**config.mk**
```make
export PLATFORM = sky130hd
export DESIGN_NAME = vend_ctrl
export DESIGN_NICKNAME = d
export VERILOG_FILES = /design/src/rtl/vend_pkg.sv /design/src/rtl/vend_timer.sv /design/src/rtl/vend_ctrl.sv
export SDC_FILE = /design/constraint.sdc
export NUM_CORES = 1
export LEC_CHECK = 0
export CAP_MARGIN = 10
export CORE_ASPECT_RATIO = 1.5
export CORE_MARGIN = 5
export CORE_UTILIZATION = 53
export CTS_CLUSTER_DIAMETER = 40
export DETAILED_ROUTE_END_ITERATION = 7
export MAX_ROUTING_LAYER = met4
export PLACE_DENSITY = 0.73
export SYNTH_ARGS = -nofsm -noshare
export SYNTH_HDL_FRONTEND = slang
export SYNTH_SLANG_ARGS = --single-unit
```
**constraint.sdc**
```tcl
create_clock -name clk4m -period 9.2 [get_ports clk4m]
set_input_delay 1.38 -clock clk4m [delete_from_list [all_inputs] [get_ports clk4m]]
set_output_delay 1.38 -clock clk4m [all_outputs]
set_load 0.02 [all_outputs]
```
**src/rtl/vend_pkg.sv**
```systemverilog
// rtl/vend_pkg.sv - vending controller state encoding and coin values
package vend_pkg;

   typedef enum logic [2:0] {
      ST_IDLE    = 3'd0,
      ST_COLLECT = 3'd1,
      ST_PREPARE = 3'd2,
      ST_READY   = 3'd3,
      ST_CHANGE  = 3'd4,
      ST_REFUND  = 3'd5
   } state_t;

   localparam int C20  = 20;
   localparam int C50  = 50;
   localparam int C100 = 100;

endpackage

```
**src/rtl/vend_timer.sv**
```systemverilog
// rtl/vend_timer.sv - idle-collect timeout counter
module vend_timer #(
   parameter int TIMEOUT_CYC = 4_000_000
) (
   input  logic clk4m,
   input  logic rst_n,
   input  logic restart,
   input  logic enable,
   output logic expired
);

   localparam int W = $clog2(TIMEOUT_CYC + 1);
   localparam logic [W-1:0] LAST = W'(TIMEOUT_CYC - 1);

   logic [W-1:0] cnt;

   // expired marks the last idle cycle, so the owner leaves on the edge closing it
   assign expired = enable && (cnt == LAST);

   always_ff @(posedge clk4m or negedge rst_n) begin
      if (!rst_n) begin
         cnt <= '0;
      end else if (restart) begin
         cnt <= '0;
      end else if (enable && !expired) begin
         cnt <= cnt + W'(1);
      end
   end

endmodule

```
**src/rtl/vend_ctrl.sv**
```systemverilog
// rtl/vend_ctrl.sv - coin-operated vending controller with change and refund
module vend_ctrl
   import vend_pkg::*;
#(
   parameter int N_PROD      = 4,
   parameter int PRICE       = 60,
   parameter int MAX_CREDIT  = 300,
   parameter int CREDIT_W    = 9,
   parameter int TIMEOUT_CYC = 4_000_000
) (
   input  logic                clk4m,
   input  logic                rst_n,
   input  logic                cent20,
   input  logic                cent50,
   input  logic                euro01,
   input  logic [N_PROD-1:0]   sel,
   input  logic                stop_buy,
   input  logic                prod_ready,
   input  logic                cup_out,
   output logic [N_PROD-1:0]   prepare,
   output logic                green,
   output logic                lock_slit,
   output logic                return_cash,
   output logic [CREDIT_W-1:0] change_cents,
   output logic                reject_coin,
   output logic [CREDIT_W-1:0] credit,
   output logic                busy
);

   state_t              state_q, state_d;
   logic [CREDIT_W-1:0] credit_q, credit_d;
   logic [CREDIT_W-1:0] change_q, change_d;
   logic [N_PROD-1:0]   prod_q, prod_d;
   logic                reject_q, reject_d;

   logic [CREDIT_W:0]   coin_val, coin_sum;
   logic                coin_any, coin_ok, accept, sel_valid;
   logic                tmr_restart, tmr_enable, tmr_expired;

   vend_timer #(.TIMEOUT_CYC(TIMEOUT_CYC)) u_timer (
      .clk4m   (clk4m),
      .rst_n   (rst_n),
      .restart (tmr_restart),
      .enable  (tmr_enable),
      .expired (tmr_expired)
   );

   always_ff @(posedge clk4m or negedge rst_n) begin
      if (!rst_n) begin
         state_q  <= ST_IDLE;
         credit_q <= '0;
         change_q <= '0;
         prod_q   <= '0;
         reject_q <= 1'b0;
      end else begin
         state_q  <= state_d;
         credit_q <= credit_d;
         change_q <= change_d;
         prod_q   <= prod_d;
         reject_q <= reject_d;
      end
   end

   always_comb begin
      state_d      = state_q;
      credit_d     = credit_q;
      change_d     = change_q;
      prod_d       = prod_q;
      prepare      = '0;
      green        = 1'b0;
      lock_slit    = 1'b0;
      return_cash  = 1'b0;
      change_cents = '0;
      busy         = (state_q != ST_IDLE);
      credit       = credit_q;
      reject_coin  = reject_q;

      coin_val = '0;
      if (cent20) coin_val = coin_val + (CREDIT_W+1)'(C20);
      if (cent50) coin_val = coin_val + (CREDIT_W+1)'(C50);
      if (euro01) coin_val = coin_val + (CREDIT_W+1)'(C100);
      coin_sum = {1'b0, credit_q} + coin_val;
      coin_any = cent20 | cent50 | euro01;

      // a whole cycle's coins are taken or refused together
      coin_ok  = ((state_q == ST_IDLE && !cup_out) || state_q == ST_COLLECT)
                 && (coin_sum <= (CREDIT_W+1)'(MAX_CREDIT));
      accept   = coin_any && coin_ok;
      reject_d = coin_any && !coin_ok;

      sel_valid   = (state_q == ST_COLLECT) && (|sel) && (credit_q >= CREDIT_W'(PRICE));
      tmr_enable  = (state_q == ST_COLLECT);
      tmr_restart = accept || (state_q != ST_COLLECT);

      case (state_q)
         ST_IDLE: begin
            if (accept) begin
               credit_d = coin_sum[CREDIT_W-1:0];
               state_d  = ST_COLLECT;
            end
         end
         ST_COLLECT: begin
            if (accept) credit_d = coin_sum[CREDIT_W-1:0];
            if (stop_buy) begin
               state_d = ST_REFUND;
            end else if (sel_valid) begin
               // a coin landing with the selection goes into the change
               change_d = credit_d - CREDIT_W'(PRICE);
               credit_d = '0;
               prod_d   = sel & (~sel + N_PROD'(1));
               state_d  = ST_PREPARE;
            end else if (tmr_expired && !accept) begin
               state_d = ST_REFUND;
            end
         end
         ST_PREPARE: begin
            prepare   = prod_q;
            lock_slit = 1'b1;
            if (prod_ready) state_d = ST_READY;
         end
         ST_READY: begin
            green     = 1'b1;
            lock_slit = 1'b1;
            if (cup_out) state_d = (change_q != '0) ? ST_CHANGE : ST_IDLE;
         end
         ST_CHANGE: begin
            return_cash  = 1'b1;
            change_cents = change_q;
            lock_slit    = 1'b1;
            change_d     = '0;
            state_d      = ST_IDLE;
         end
         ST_REFUND: begin
            return_cash  = 1'b1;
            change_cents = credit_q;
            lock_slit    = 1'b1;
            credit_d     = '0;
            state_d      = ST_IDLE;
         end
         default: begin
            state_d  = ST_IDLE;
            credit_d = '0;
            change_d = '0;
            prod_d   = '0;
         end
      endcase
   end

endmodule

```
**After elaboration in Yosys (flattened, before gate mapping)**

Index checks and enable logic that the tools add are counted.

- $add $sub $neg: 6
- Bitwise logic cells: 6
- Eq/ne operators: 13
- Reduce and logical (&&, ||, !) cells: 28
- Multiplexer cells: 29
- Magnitude comparators: 2

Operators by type and width:

| cell | number |
|---|---|
| $mux 9 | 6 |
| $mux 22 | 2 |
| $pmux 9 s2 | 2 |
| $pmux 9 s3 | 1 |
| $add 22x1->22 const B | 1 |
| $eq 22x22->1 const B | 1 |
| $mux 3 | 7 |
| $mux 4 | 3 |
| $pmux 3 s4 | 1 |
| $reduce_or 4->1 | 3 |
| $add 10x7->10 const B | 1 |
| $add 9x10->10 | 1 |
| $le 10x9->1 const B | 1 |
| $mux 10 | 1 |
| $ne 2x2->1 const B | 5 |
| $ge 9x6->1 const B | 1 |
| $logic_and 1x1->1 | 9 |
| $reduce_bool 9->1 | 1 |
| $sub 9x6->9 const B | 1 |
| $pmux 4 s2 | 1 |
| $add 5x6->7 const B | 1 |
| $mux 7 | 1 |
| $eq 3x2->1 const B | 2 |
| $eq 3x3->1 const B | 2 |
| other kinds (20) | 29 |

- Input port bits: 12
- Register bits after elaboration: 48
- Output and inout bits: 27

**Logic depth before layout (Yosys ltp)**

- Word-level depth: 15
- Mapped depth: 17

**Cells and area by module**

A second synthesis with hierarchy kept.

- Cell total of the unflattened synthesis: 364
- Area total of the unflattened synthesis: 3303.2 sq um

By module, submodules not included:

| module | seq. area each (sq um) | area an instance (sq um) | instances | cells each |
|---|---|---|---|---|
| vend_ctrl | 600.6 | 2045.7 | 1 | 233 |
| vend_timer | 550.5 | 1257.5 | 1 | 131 |

**Least setup slack after synthesis**

OpenSTA, ideal clock, no wires.

- Path kind: input port to flip-flop
- From: input cent20
- To: register change_q[8]
- Path buffers: 1
- Arrival time: 4.833 ns
- Setup slack: 4.298 ns
- Stages on the path: 17
- Required time: 9.131 ns
- Setup time: 0.069 ns
- Path through: inv_1 -> ha_1 -> inv_1 -> ha_1 -> a21oi_1 -> ha_1 -> and3_1 -> a221o_1 -> xor2_1 -> a221oi_4 -> o21ai_2 -> buf_6 -> mux2_2 -> ha_1 -> a21boi_2 -> or4_1 -> nand3_1

- Word-level cells in the longest chain between the ends: 15

Ends and longest elaborated chain:

| what | RTL line | text |
|---|---|---|
| start: declaration | vend_ctrl.sv:13 | `input logic cent20,` |
| $mux 5 | vend_ctrl.sv:79 | `if (cent20) coin_val = coin_val + (CREDIT_W+1)'(C20);` |
| $add 5x6->7 | vend_ctrl.sv:80 | `if (cent50) coin_val = coin_val + (CREDIT_W+1)'(C50);` |
| $mux 7 | vend_ctrl.sv:80 |  |
| $add 10x7->10 | vend_ctrl.sv:81 | `if (euro01) coin_val = coin_val + (CREDIT_W+1)'(C100);` |
| $mux 10 | vend_ctrl.sv:81 |  |
| $add 9x10->10 | vend_ctrl.sv:82 | `coin_sum = {1'b0, credit_q} + coin_val;` |
| $le 10x9->1 | vend_ctrl.sv:87 | `&& (coin_sum <= (CREDIT_W+1)'(MAX_CREDIT));` |
| $logic_and 1x1->1 | vend_ctrl.sv:87 |  |
| $logic_and 1x1->1 | vend_ctrl.sv:88 | `accept = coin_any && coin_ok;` |
| $mux 9 * | - |  |
| $mux 9 * | vend_ctrl.sv:95 | `case (state_q)` |
| $sub 9x6->9 * | vend_ctrl.sv:108 | `change_d = credit_d - CREDIT_W'(PRICE);` |
| $mux 9 * | vend_ctrl.sv:106 | `end else if (sel_valid) begin` |
| $mux 9 * | vend_ctrl.sv:104 | `if (stop_buy) begin` |
| $pmux 9 s2 * | vend_ctrl.sv:95 |  |
| end signal: assignment | vend_ctrl.sv:58 | `change_q <= change_d;` |
| end: declaration | vend_ctrl.sv:32 | `logic [CREDIT_W-1:0] change_q, change_d;` |

Mark *: on every way between the ends. The rest lies on a longest branch, timed or not. The select of a mux whose other input is x is not followed.
A chain may end at the register's enable or synchronous reset.

**Worst setup path in the final report**

Same ends and word-level chain as after synthesis.

==> impl_metrics.toml <==
[run_status]
status = "completed"

[yosys]
synth_area_leaders = "dfrtp_1, nor2_1, ha_1, xor2_1, nand3_1"
synth_top_area_share_pct = 38.00
synth-compound-area-share_pct = 15.56
syn_avg_cell_area_um2 = 8.769
synth_top_family_by_area = "simple AND/OR/NAND/NOR gates"
synth_area_um2 = 3095
ys_types = 54
synth_xor_area_share_pct = 7.074
yosys.area.top_type = "dfrtp_1"
synth_edf_count = 0
synth_fa_ha_area_share_pct = 6.306
yosysSeqAreaShare_pct = 38.00
async_reset_ff_share_pct = 100.0
synth-simple-area-share_pct = 24.98
ys_seq_elements = 47
syn-num-nets = 380
ys_warn_count = 0
synth_mux_area_share_pct = 4.608
synth_flop_cell = "dfrtp_1"
synthCells = 353

[clock_network]
post_cts_buffers = 0
cts-buffers-inserted = 5
cts_buffer_depth = 2
cts_resized = 0
cts.sinks = 47
clock_latency_ns = 0.31
htreeDepth = 2
holdBufCountCts = 0
cts.clk_slew.worst_paths_ns = 0.08
clockRootBuffer = "clkbuf_8"
cts_tree = "yes"

[final_layout]
area_growth_pct = 16.57
drive_gt1_share_pct = 5.168
nNetsFinal = 413
fillerInstances = 547
diodes = 0
ff_latch_area_um2 = 1176
multi_input_area_um2 = 1815

[die]
ioPinCount = 39
die_y_um = 103.6
start_util_pct = 53.90
design.core.area_um2 = 5743
die_w_um = 72.40
rows = 34
die_area_um2 = 7501

[global_route]
grt_use_total_pct = 21.16
grt_max_degree = 48
grt.overflow.total = 0
grt_pass1_vias = 2638
antenna_found_initial = 0
grt_pass1_wl_um = 12480

[routing]
top_layer = "met4"
first_iter_violations = 111
via_per_inst = 5.865
dr_wl_met3_um = 213
wl_met1_um = 2909
met2_length_um = 4066
detail-route-antenna-nets = 0
drc_errors = 0
wl_per_cell_um = 16.05
drt-total-wl_um = 7367
num_vias = 2692
firstDrtPassIters = 4

[setup_path]
cpPeakStageDelay_ns = 0.62
crit_path_max_fanout = 13
worstPathArrival_ns = 5.83
crit_top_cell = "ha_1"
cpMaxStageDelayCell = "o21ai_2"
worst_setup_path_start_kind = "input port"
critPathRequiredTime_ns = 9.44
path_cells = "clkdlybuf4s50_1 -> inv_1 -> ha_1 -> inv_1 -> ha_1 -> a21oi_1 -> ha_1 -> and3_1 -> a221o_1 -> xor2_1 -> a221oi_4 -> o21ai_2 -> mux2_2 -> ha_1 -> a21boi_2 -> or4_1 -> nand3_1"
path_class = "input port to flop"
endpoint_kind = "flop"

[place]
dpl.hpwl_um = 5571
routabilityCongestion = 0.8518
portBuffers = 37

[timing]
rsz0062_at_grt = "no"
final.setup.tns_ns = 0
final_hold_viol_count = 0
max_slew_margin_pct = 30.32
finalMaxSlewViolations = 0
tightest_slew_ns = 1.045
clock.fmax_mhz = 178.9
period_minus_slack_ns = 5.590
finClkSkew_ns = 0.009351
finalCritPeriodShare_pct = 60.76
finalSetupViolCount = 0

[job]
drv_cap = 0

[hold_path]
hold_class = "flop to flop"

[pwr]
leakage_nw = 1.602
p_total_mw = 1.094
vdd_drop_max_mv = 0.1898
power.density_nw_per_um2 = 303.3
[stage by stage]
stage | area [µm²] | setup slack, ns | instances | hold WS [ns] | utilization (%)
after floorplan | 3095 | 4.298 | 353 | 0.4418 | -
after global placement | 3496 | 3.374 | 451 | 0.4617 | 60.87
after detailed placement | 3496 | 3.251 | 451 | 0.4619 | 60.87
after CTS | 3608 | 3.571 | 459 | 0.4812 | 62.83
after global routing | 3608 | 3.341 | 459 | 0.5011 | 62.83
final | 3608 | 3.610 | 459 | 0.4752 | 62.83
[power breakdown]
group | internal [mW] | leakage (nW) | switching (mW)
sequential | 0.248 | 0.636 | 0.0654
combinational | 0.258 | 0.908 | 0.368
clock | 0.0810 | 0.0581 | 0.0737
[worst paths after layout]
check	start	end	slack (ns)	cells past startpoint
max	cent20	change_q[8]	3.61	17
min	prod_q[1]	prod_q[1]	0.48	2
max reg2reg	credit[1]	change_q[8]	5.09	12
min reg2reg	prod_q[1]	prod_q[1]	0.48	2
max in group asynchronous	rst_n	prod_q[1]	7.30	1
min in group asynchronous	rst_n	u_timer.cnt[12]	1.25	1
[synthesized netlist by cell type, drive strengths merged, types with 7 or more instances]
library cell and n:
nor2 51, dfrtp 47, nand2 30, nand3 26
o21ai 25, xor2 18, a21oi 16, ha 14
inv 13, mux2i 12, nor3 8, and3 7
nand2b 7, xnor2 7
[critical path: cells and delay by family]
kind                     cells  cell delay [ns]
AO/OA/AOI/OAI                5             1.41
XOR/XNOR                     1             0.26
adder cells (fa/ha/maj)      4             0.95
buffers and inverters        3             0.65
multiplexers                 1             0.43
AND/OR/NAND/NOR              3             0.75
[routing by layer]
metal	global-route usage [%]	vias to the layer above
met5	-	-
met4	8.179	0
met3	2.035	13
met2	37.68	62
met1	23.78	1302
li1	-	1315
[registers in the layout, indices dropped and copies added, names as in the netlist]
name         count
u_timer.cnt     22
state_q          3
credit           8
change_q         9
prod_q           4
reject_coin      1
[area by class of cell]
class / count / area share (%)
Multi-Input combinational cell: 282 / 50.31
Clock buffer: 5 / 1.907
Clock inverter: 3 / 1.214
Inverter: 13 / 1.352
Timing Repair Buffer: 37 / 10.12
Sequential cell: 47 / 32.59
Tap cell: 72 / 2.497
[cells in the final DEF, fill, tap and decap left out, types with 2 or more instances in the layout]
master	n
a2111oi_2	2
nand3_1	26
xor2_1	18
nand2b_1	7
xnor2_1	7
a21oi_1	16
mux2i_1	12
o2111ai_1	2
a21o_1	3
a31oi_1	2
and2_1	6
ha_1	14
or3_1	2
inv_1	13
nand2_1	30
nand4_1	6
nor3_1	8
a22o_1	6
clkbuf_8	5
and3_1	7
dfrtp_1	47
o21ai_1	5
nand3b_1	2
nor2b_1	2
mux2_2	2
nor2_1	51
nor4_1	4
o21ai_0	18
clkdlybuf4s50_1	36
and4_1	2
o21ai_2	2
[cells by family (layout without fill, tap and decap cells)]
logic type / after synthesis / in the layout
other cells: 1 / 1
mux: 14 / 14
flops: 47 / 47
xor+xnor: 25 / 25
compound gates: 68 / 68
simple gates: 159 / 159
fa+ha+maj: 15 / 15
buf+inv: 24 / 58
Power figures use the tool's default switching activity.
